## config.mk

```make
export PLATFORM = sky130hd
export DESIGN_NAME = spi_flash_rd_seq
export DESIGN_NICKNAME = d
export VERILOG_FILES = /design/src/rtl/spi_flash_pkg.sv /design/src/rtl/spi_rd_skid.sv /design/src/rtl/spi_flash_rd_seq.sv
export SDC_FILE = /design/constraint.sdc
export NUM_CORES = 1
export LEC_CHECK = 0
export ABC_AREA = 1
export CAP_MARGIN = 20
export CORE_MARGIN = 2
export CORE_UTILIZATION = 50
export DETAILED_ROUTE_END_ITERATION = 10
export GPL_ROUTABILITY_DRIVEN = 0
export PLACE_DENSITY_LB_ADDON = 0.12
export REMOVE_ABC_BUFFERS = 1
export SYNTH_ARGS = -nofsm -noshare
export SYNTH_HDL_FRONTEND = slang
export SYNTH_HIERARCHICAL = 1
export SYNTH_SLANG_ARGS = --single-unit
```

## constraint.sdc

```tcl
create_clock -name rd_clk -period 5.03 [get_ports rd_clk]
set_input_delay 1.006 -clock rd_clk [delete_from_list [all_inputs] [get_ports rd_clk]]
set_output_delay 1.006 -clock rd_clk [all_outputs]
set_load 0.03 [all_outputs]
```

## src/rtl/spi_flash_pkg.sv

```systemverilog
// Shared definitions for the SPI flash read sequencer: FSM states, read
// opcodes, header length and the header byte lookup.
// Build option SPI_FAST_READ_EN selects the fast-read opcode with one dummy byte.
package spi_flash_pkg;

    typedef enum logic [2:0] {
        ST_IDLE     = 3'd0,
        ST_HDR      = 3'd1,
        ST_REQ      = 3'd2,
        ST_DATA     = 3'd3,
        ST_WAIT_FIN = 3'd4,
        ST_DONE     = 3'd5
    } state_t;

    localparam logic [7:0] OP_READ      = 8'h03;
    localparam logic [7:0] OP_FAST_READ = 8'h0B;

`ifdef SPI_FAST_READ_EN
    localparam logic        FAST_EN = 1'b1;
    localparam int unsigned HDR_LEN = 32'd5;
`else
    localparam logic        FAST_EN = 1'b0;
    localparam int unsigned HDR_LEN = 32'd4;
`endif

    localparam logic [7:0]  OP_CODE   = FAST_EN ? OP_FAST_READ : OP_READ;
    localparam logic [23:0] HDR_LEN_W = 24'(HDR_LEN);
    localparam logic [2:0]  HDR_LAST  = 3'(HDR_LEN - 32'd1);

    // Header byte at position idx: opcode, address MSB first, then the dummy byte.
    function automatic logic [7:0] hdr_byte(input logic [2:0] idx, input logic [23:0] addr);
        logic [7:0] b;
        case (idx)
            3'd0:    b = OP_CODE;
            3'd1:    b = addr[23:16];
            3'd2:    b = addr[15:8];
            3'd3:    b = addr[7:0];
            default: b = 8'h00;
        endcase
        return b;
    endfunction

endpackage

```

## src/rtl/spi_rd_skid.sv

```systemverilog
// One-entry output register between the SPI master read port and the
// read-data stream; also produces the master-side ready.
module spi_rd_skid
    import spi_flash_pkg::*;
(
    input  logic       rd_clk,
    input  logic       rd_rst_n,
    input  logic       en,
    input  logic       flush,
    input  logic       in_vld,
    input  logic [7:0] in_data,
    input  logic       in_last,
    input  logic       out_ready,
    output logic       in_ready,
    output logic       cap,
    output logic       out_vld,
    output logic [7:0] out_data,
    output logic       out_last
);

    logic       vld_r;
    logic [7:0] data_r;
    logic       last_r;

    // Accept a new byte only while reading and the slot is free or draining.
    assign in_ready = en && (!vld_r || out_ready);
    assign cap      = in_vld && in_ready;
    assign out_vld  = vld_r;
    assign out_data = data_r;
    assign out_last = last_r;

    // Holding register: load on capture, hold while stalled, drop on flush.
    always_ff @(posedge rd_clk or negedge rd_rst_n) begin
        if (!rd_rst_n) begin
            vld_r  <= 1'b0;
            data_r <= 8'h00;
            last_r <= 1'b0;
        end else begin
            if (flush) begin
                vld_r <= 1'b0;
            end else if (cap) begin
                vld_r <= 1'b1;
            end else if (out_ready) begin
                vld_r <= 1'b0;
            end else begin
                vld_r <= vld_r;
            end
            if (cap && !flush) begin
                data_r <= in_data;
                last_r <= in_last;
            end else begin
                data_r <= data_r;
                last_r <= last_r;
            end
        end
    end

endmodule

```

## src/rtl/spi_flash_rd_seq.sv

```systemverilog
// SPI flash read sequencer: sends the read header through the master write
// port, requests the read, streams the returned bytes out and reports
// completion or a per-byte timeout.
// Build option SPI_FAST_READ_EN (see spi_flash_pkg) selects fast read.
module spi_flash_rd_seq
    import spi_flash_pkg::*;
#(
    parameter logic [2:0]  RD_CMD  = 3'd2,
    parameter int unsigned TIMEOUT = 32'd65535
) (
    input  logic        rd_clk,
    input  logic        rd_rst_n,
    input  logic        cmd_vld,
    output logic        cmd_ready,
    input  logic [23:0] cmd_addr,
    input  logic [23:0] cmd_len,
    output logic        dout_vld,
    input  logic        dout_ready,
    output logic [7:0]  dout_data,
    output logic        dout_last,
    output logic        done,
    output logic        err,
    output logic        busy,
    output logic        m_request,
    output logic [2:0]  m_req_cmd,
    output logic [23:0] m_req_len,
    output logic [23:0] m_req_wr_len,
    input  logic        m_busy,
    input  logic        m_finish,
    output logic        m_wr_en,
    output logic        m_wr_vld,
    output logic [7:0]  m_wr_data,
    input  logic        m_wr_ready,
    output logic        m_rd_en,
    output logic        m_rd_ready,
    input  logic        m_rd_vld,
    input  logic [7:0]  m_rd_data
);

    localparam logic [15:0] TO_LAST = 16'(TIMEOUT - 32'd1);

    state_t      state_r;
    logic [23:0] addr_r;
    logic [23:0] len_r;
    logic [23:0] rem_r;
    logic [2:0]  idx_r;
    logic [15:0] to_cnt_r;
    logic        fin_r;
    logic        err_r;
    logic        run_r;
    logic [2:0]  req_cmd_r;
    logic [23:0] req_len_r;
    logic [23:0] req_wr_len_r;
    logic        rd_cap_s;
    logic        timeout_s;

    // run_r keeps cmd_ready low while reset is applied.
    assign cmd_ready    = run_r && (state_r == ST_IDLE) && !m_busy;
    assign busy         = (state_r != ST_IDLE);
    assign done         = (state_r == ST_DONE);
    assign err          = err_r;
    assign m_request    = (state_r == ST_REQ);
    assign m_req_cmd    = req_cmd_r;
    assign m_req_len    = req_len_r;
    assign m_req_wr_len = req_wr_len_r;
    assign m_wr_en      = (state_r == ST_HDR);
    assign m_wr_vld     = (state_r == ST_HDR);
    assign m_wr_data    = (state_r == ST_HDR) ? hdr_byte(idx_r, addr_r) : 8'h00;
    assign m_rd_en      = (state_r == ST_DATA);

    spi_rd_skid u_skid (
        .rd_clk    (rd_clk),
        .rd_rst_n  (rd_rst_n),
        .en        (state_r == ST_DATA),
        .flush     (timeout_s),
        .in_vld    (m_rd_vld),
        .in_data   (m_rd_data),
        .in_last   (rem_r == 24'd1),
        .out_ready (dout_ready),
        .in_ready  (m_rd_ready),
        .cap       (rd_cap_s),
        .out_vld   (dout_vld),
        .out_data  (dout_data),
        .out_last  (dout_last)
    );

    // Timeout fires when the idle counter is at its last value and this cycle makes no progress.
    always_comb begin
        timeout_s = 1'b0;
        if (to_cnt_r == TO_LAST) begin
            if (state_r == ST_DATA) begin
                timeout_s = !rd_cap_s;
            end else if (state_r == ST_WAIT_FIN) begin
                timeout_s = !(fin_r && !dout_vld);
            end else begin
                timeout_s = 1'b0;
            end
        end else begin
            timeout_s = 1'b0;
        end
    end

    // Sticky record of the master's finish, held from the request until completion.
    always_ff @(posedge rd_clk or negedge rd_rst_n) begin
        if (!rd_rst_n) begin
            fin_r <= 1'b0;
        end else if (state_r == ST_IDLE || state_r == ST_DONE || timeout_s) begin
            fin_r <= 1'b0;
        end else if (m_finish && (state_r == ST_REQ || state_r == ST_DATA || state_r == ST_WAIT_FIN)) begin
            fin_r <= 1'b1;
        end else begin
            fin_r <= fin_r;
        end
    end

    // Main sequencer: command accept, header, request, data, finish wait, timeout.
    always_ff @(posedge rd_clk or negedge rd_rst_n) begin
        if (!rd_rst_n) begin
            state_r      <= ST_IDLE;
            addr_r       <= 24'd0;
            len_r        <= 24'd0;
            rem_r        <= 24'd0;
            idx_r        <= 3'd0;
            to_cnt_r     <= 16'd0;
            err_r        <= 1'b0;
            run_r        <= 1'b0;
            req_cmd_r    <= 3'd0;
            req_len_r    <= 24'd0;
            req_wr_len_r <= 24'd0;
        end else begin
            run_r <= 1'b1;
            err_r <= 1'b0;
            case (state_r)
                ST_IDLE: begin
                    to_cnt_r <= 16'd0;
                    if (cmd_vld && cmd_ready) begin
                        addr_r  <= cmd_addr;
                        len_r   <= cmd_len;
                        rem_r   <= cmd_len;
                        idx_r   <= 3'd0;
                        state_r <= (cmd_len == 24'd0) ? ST_DONE : ST_HDR;
                    end else begin
                        state_r <= ST_IDLE;
                    end
                end
                ST_HDR: begin
                    to_cnt_r <= 16'd0;
                    if (m_wr_ready && idx_r == HDR_LAST) begin
                        state_r      <= ST_REQ;
                        req_cmd_r    <= RD_CMD;
                        req_len_r    <= len_r;
                        req_wr_len_r <= HDR_LEN_W;
                    end else if (m_wr_ready) begin
                        idx_r <= idx_r + 3'd1;
                    end else begin
                        idx_r <= idx_r;
                    end
                end
                ST_REQ: begin
                    to_cnt_r <= 16'd0;
                    state_r  <= ST_DATA;
                end
                ST_DATA: begin
                    if (rd_cap_s) begin
                        rem_r    <= rem_r - 24'd1;
                        to_cnt_r <= 16'd0;
                        state_r  <= (rem_r == 24'd1) ? ST_WAIT_FIN : ST_DATA;
                    end else if (timeout_s) begin
                        err_r    <= 1'b1;
                        to_cnt_r <= 16'd0;
                        state_r  <= ST_IDLE;
                    end else begin
                        to_cnt_r <= to_cnt_r + 16'd1;
                    end
                end
                ST_WAIT_FIN: begin
                    if (fin_r && !dout_vld) begin
                        to_cnt_r <= 16'd0;
                        state_r  <= ST_DONE;
                    end else if (timeout_s) begin
                        err_r    <= 1'b1;
                        to_cnt_r <= 16'd0;
                        state_r  <= ST_IDLE;
                    end else begin
                        to_cnt_r <= to_cnt_r + 16'd1;
                    end
                end
                ST_DONE: begin
                    to_cnt_r <= 16'd0;
                    state_r  <= ST_IDLE;
                end
                default: begin
                    to_cnt_r <= 16'd0;
                    state_r  <= ST_IDLE;
                end
            endcase
        end
    end

endmodule

```

# --- After elaboration in Yosys (flattened, before gate mapping) ---
# Cells that the tools add are included.
op_classes:
  add_sub_neg: 3
  n_eq_ne: 15
  n_mux: 33
  reduce_logical: 31
ops:
  columns: ["operator", "count"]
  rows:
  - ["16-bit 2-to-1 mux", 3]
  - ["24-bit 2-to-1 mux", 2]
  - ["24-bit one-hot mux with 2 select lines", 1]
  - ["16-bit one-hot mux with 2 select lines", 1]
  - ["8-bit one-hot mux with 4 select lines", 1]
  - ["3-bit 2-to-1 mux", 10]
  - ["24-bit by 1-bit equality test with 1-bit output (second input constant)", 1]
  - ["24-bit logical NOT", 1]
  - ["24-bit by 1-bit subtractor with 24-bit output (second input constant)", 1]
  - ["16-bit by 1-bit adder with 16-bit output (second input constant)", 1]
  - ["16-bit equality test (second input constant)", 1]
  - ["3-bit one-hot mux with 5 select lines", 1]
  - ["3-bit by 2-bit equality test with 1-bit output (second input constant)", 4]
  - ["1-bit 2-to-1 mux", 11]
  - ["1-bit logical AND", 9]
  - ["8-bit 2-to-1 mux", 1]
  - ["3-bit by 1-bit equality test with 1-bit output (second input constant)", 2]
  - ["3-bit equality test (second input constant)", 2]
  - ["3-bit logical NOT", 2]
  - ["2-bit by 1-bit != test with 1-bit output (second input constant)", 3]
  - ["3-bit one-hot mux with 2 select lines", 1]
  - ["2-bit nonzero test", 3]
  - ["3-bit nonzero test", 2]
  - ["1-bit logical NOT", 5]
  - ["other kinds (7)", 13]
word_totals:
  regBits: 132
  input_bits: 64
  output_inout_bits: 78
  elab_cells: 96

# --- Depth between registers and ports, before layout ---
logic_depth:
  ltp_word: 10
  ltp_mapped: 15
  ltp_nobuf: 12

# --- Modules after synthesis ---
# Netlist, hierarchy kept.
by_module_without_submodules:
  columns: ["module", "instances", "cells_per_inst", "area_each_um2", "seq_area_each_um2"]
  rows:
  - ["spi_flash_rd_seq", 1, 825, 6512.5, 3052.9]
  - ["spi_rd_skid", 1, 46, 435.4, 250.2]

# --- Worst setup path after synthesis ---
# OpenSTA, ideal clock, no wires.
synth_path:
  path_kind: "reg-to-output"
  startpoint: "register state_r[0]"
  endpoint: "output m_rd_ready"
  t_arrival_ns: 1.483
  required_ns: 4.024
  path_slack_ns: 2.541
  stages_incl_launch_ff: 8
  path_buffers: 3
  path_cell_list: "dfrtp_1 -> buf_2 -> nand2_1 -> nor2_2 -> buf_4 -> buf_4 -> inv_2 -> a21oi_4"
synth_via:
  elab_chain_len: 2
synth_rtl:
  columns: ["element", "line", "rtl"]
  rows:
  - ["from (decl)", "spi_flash_rd_seq.sv:42", "state_t state_r;"]
  - ["from (signal assigned)", "spi_flash_rd_seq.sv:141", "state_r <= (cmd_len == 24'd0) ? ST_DONE : ST_HDR;"]
  - ["from (signal assigned)", "spi_flash_rd_seq.sv:167", "state_r <= (rem_r == 24'd1) ? ST_WAIT_FIN : ST_DATA;"]
  - ["3-bit by 2-bit equality test with 1-bit output", null, null]
  - ["net m_rd_en", "spi_flash_rd_seq.sv:34", "output logic m_rd_en,"]
  - ["1-bit logical AND", "spi_rd_skid.sv:26", "assign in_ready = en && (!vld_r || out_ready);"]
  - ["to (decl)", "spi_flash_rd_seq.sv:35", "output logic m_rd_ready,"]
# The timed path passes the listed nets, and every way through them passes these cells.

# --- Worst setup path after layout ---
layout_path:
  startpoint: "input dout_ready"
  endpoint: "output m_rd_ready"
layout_via:
  elab_chain_len: 2
layout_rtl:
  columns: ["element", "line", "rtl"]
  rows:
  - ["from (decl)", "spi_flash_rd_seq.sv:18", "input logic dout_ready,"]
  - ["1-bit logical OR", "spi_rd_skid.sv:26", null]
  - ["1-bit logical AND", "spi_rd_skid.sv:26", null]
# Every way passes these cells.

==> impl_results.md <==
- Post-DRT Antenna Nets: 0
- Area contributors post-synth: dfrtp_1 48%, nand2_1 15%, nor2_1 5.2%, inv_1 3.9%, buf_4 3.3%
- Clock Root Buffer: clkbuf_16
- GR Overflow Total: 0
- Final min period: roughly 3500 ps
- Status: finished clean
- Count of port buffers added during placement: 116
- Ant. Diodes: 0
- P_leak: between 4 and 5 nW
- # rows: 43
- Critical path origin: dout_ready
- Syn avg cell area: ~8 um2
- Share of the synthesized area in the top cell type: roughly 48%
- Routed WL per cell: ~14 um
- Unrepaired setup endpoints after global routing: no
- Rel. slew slack: 41.4%
- GR Util All Layers: 23.5%
- First-pass GRT wire length: 27.3 mm
- Async S/R FF share, synth: 100%
- Total CTS buffers: 17
- Worst EP required: 4020 ps
- Clk sinks: 132
- H-tree level count: 4
- DRT Wirelength: approximately 16 mm
- Share of cells above drive strength 1: between 6 and 7%
- Starting Density: 50.6%
- HP Start: len_r[15]
- # setup viols final: 0
- Largest area contributor in the netlist: dfrtp_1
- Clock skew: 7.29 ps
- Vias in the first global route: 5513
- Pre-antenna DRT Iters: 5
- Antenna violations before repair: 0
- DRC Markers: 0
- Slew at the pin closest to its max-slew limit: 879 ps
- # resized after CTS: 0
- Register area share after synthesis: 47.5%
- DR iter-0 viols: 543
- Worst-path clk slew: 50 ps
- CTS tree: yes
- Commonest non-fill, non-tap cells in the layout: 273 x nand2_1, 132 x dfrtp_1, 115 x clkdlybuf4s50_1, 96 x nor2_1, 73 x inv_1
- R2r startpoint: state_r[0]
- Setup repair bufs after CTS: 0
- Fin crit share: 69.8%
- Synthesis Warnings: 6
- Cts hold-fix bufs: 0
- Die width: between 100 and 150 um
- CTS max path bufs: 2
- Number of synthesized flops with an enable pin: 0
- Post-Layout Cell Count: 1173
- Die height: 122 um
- Setup tns final: 0 ps
- HPWL Detailed: 11.2 mm
- Peak Freq: about 280 MHz
- Max rail drop VDD: 0.320 mV
- Min-delay worst type: reg2reg
- Avg Vias per Cell: 5.05
- Area Growth Syn to Fin: 25.6%
- Post-synthesis cell type count: 45
- Type of the worst setup path: in2out
- # IOs: 142
- Worst Path Max Fanout: 10
- Clock Latency Late Sink: approximately 420 ps
- Final Max Slew Viols: 0
- Final Hold Slack: ~480 ps
- Max-Cap Viols: 0
- CORE AREA: 13700 um2
- Die area: 14900 um2
- Crit end category: primary output
- #FFs+latches synth: 132
- Pin count of the biggest net entering global routing: 95
- Power Density: around 560 nW/um2
- Via Count: roughly 5.9k
- Ys flop type: dfrtp_1
- Fin nets: 1054
- Mapped cell area: 6950 um2
- Layout filler cell count: 1223
- DP Cell Count: between 1k and 1.5k
- Startpoint types: input pin
- Final hold vios: 0
- Synth Instances: roughly 870
- Arrival @ worst endpoint: 2500 ps
- Commonest non-fill, non-tap cell in the layout: nand2_1
- Final core occ: 63.6%
[metal layers]
layer | global-route usage (%) | share of wire, % | up-vias
li1 | - | - | 2957
met1 | 32.6 | 46 | 2776
met2 | 37.5 | 48 | 164
met3 | 4.92 | 4.9 | 23
met4 | 6.97 | 1.4 | 0
met5 | 0 | 0 | -
[cell families (layout without fill, tap and decap cells)]
logic type | after synthesis | count (layout) | synth area share [%]
AOI/OAI and AO/OA | 94 | 94 | 7.46
xor gates and xnor gates | 11 | 11 | 1.39
adders and majority gates | 9 | 9 | 1.62
buffers and inverters | 133 | 231 | 9.56
DFF | 132 | 132 | 47.5
muxes | 24 | 24 | 3.89
other | 2 | 26 | 0.108
and+or+nand+nor | 466 | 466 | 28.4
[synth_stat cells (13+ instances only)]
library cell	instances
buf_4	31
dfrtp_1	132
nor2_1	96
nand3_1	41
o21ai_1	17
nand2_1	273
mux2_1	19
buf_2	13
nand4_1	20
a21oi_1	23
o21ai_0	40
inv_1	73
[metrics by stage]
stage	worst slack [ps]	area, um2	total power [mW]
after floorplan	2100	6680	2.92
after global placement	1540	8090	3.53
after detailed placement	1530	8090	3.56
after CTS	1520	8730	4.91
after global routing	1390	8730	5.23
final	1520	8730	4.88
[critical path, stage by stage]
cell and delay, ps:
clkdlybuf4s50_1 460, inv_1 70, a21oi_4 250, clkdlybuf4s50_1 720
[where the power goes]
group | switching (mW) | total, mW | internal (mW)
clock | 0.453 | 1.32 | 0.870
sequential | 0.279 | 1.72 | 1.44
combinational | 1.17 | 1.84 | 0.666
total | 1.90 | 4.88 | 2.97
[final cells by class]
type                            instances  area (um2)  area share [%]
Sequential cell                       132        3300            37.8
Clock inverter                          7         116            1.33
Multi-Input combinational cell        630        3070            35.2
Clock buffer                           24         522            5.98
Tap cell                              180         225            2.58
Timing Repair Buffer                  119        1180            13.6
Inverter                               81         307            3.51
[path summary, 6_finish.rpt]
kind                                     end  slack (ps)  cells past startpoint
worst max-delay path              m_rd_ready        1520                      4
worst min-delay path               len_r[15]         480                      2
worst max register to register     rem_r[19]        2260                     11
worst min register to register     len_r[15]         480                      2
max in group asynchronous          rem_r[14]        3290                      2
min in group asynchronous       m_req_cmd[1]         660                      1
[registers in the layout (all words and copies together), names as in the netlist]
register	cells
addr_r	24
len_r	24
m_req_len	24
rem_r	24
to_cnt_r	16
u_skid/out_data	8
idx_r	3
state_r	3
err	1
fin_r	1
m_req_cmd	1
run_r	1
u_skid/out_last	1
u_skid/out_vld	1
Note: power is estimated with default switching activity, not from simulation.
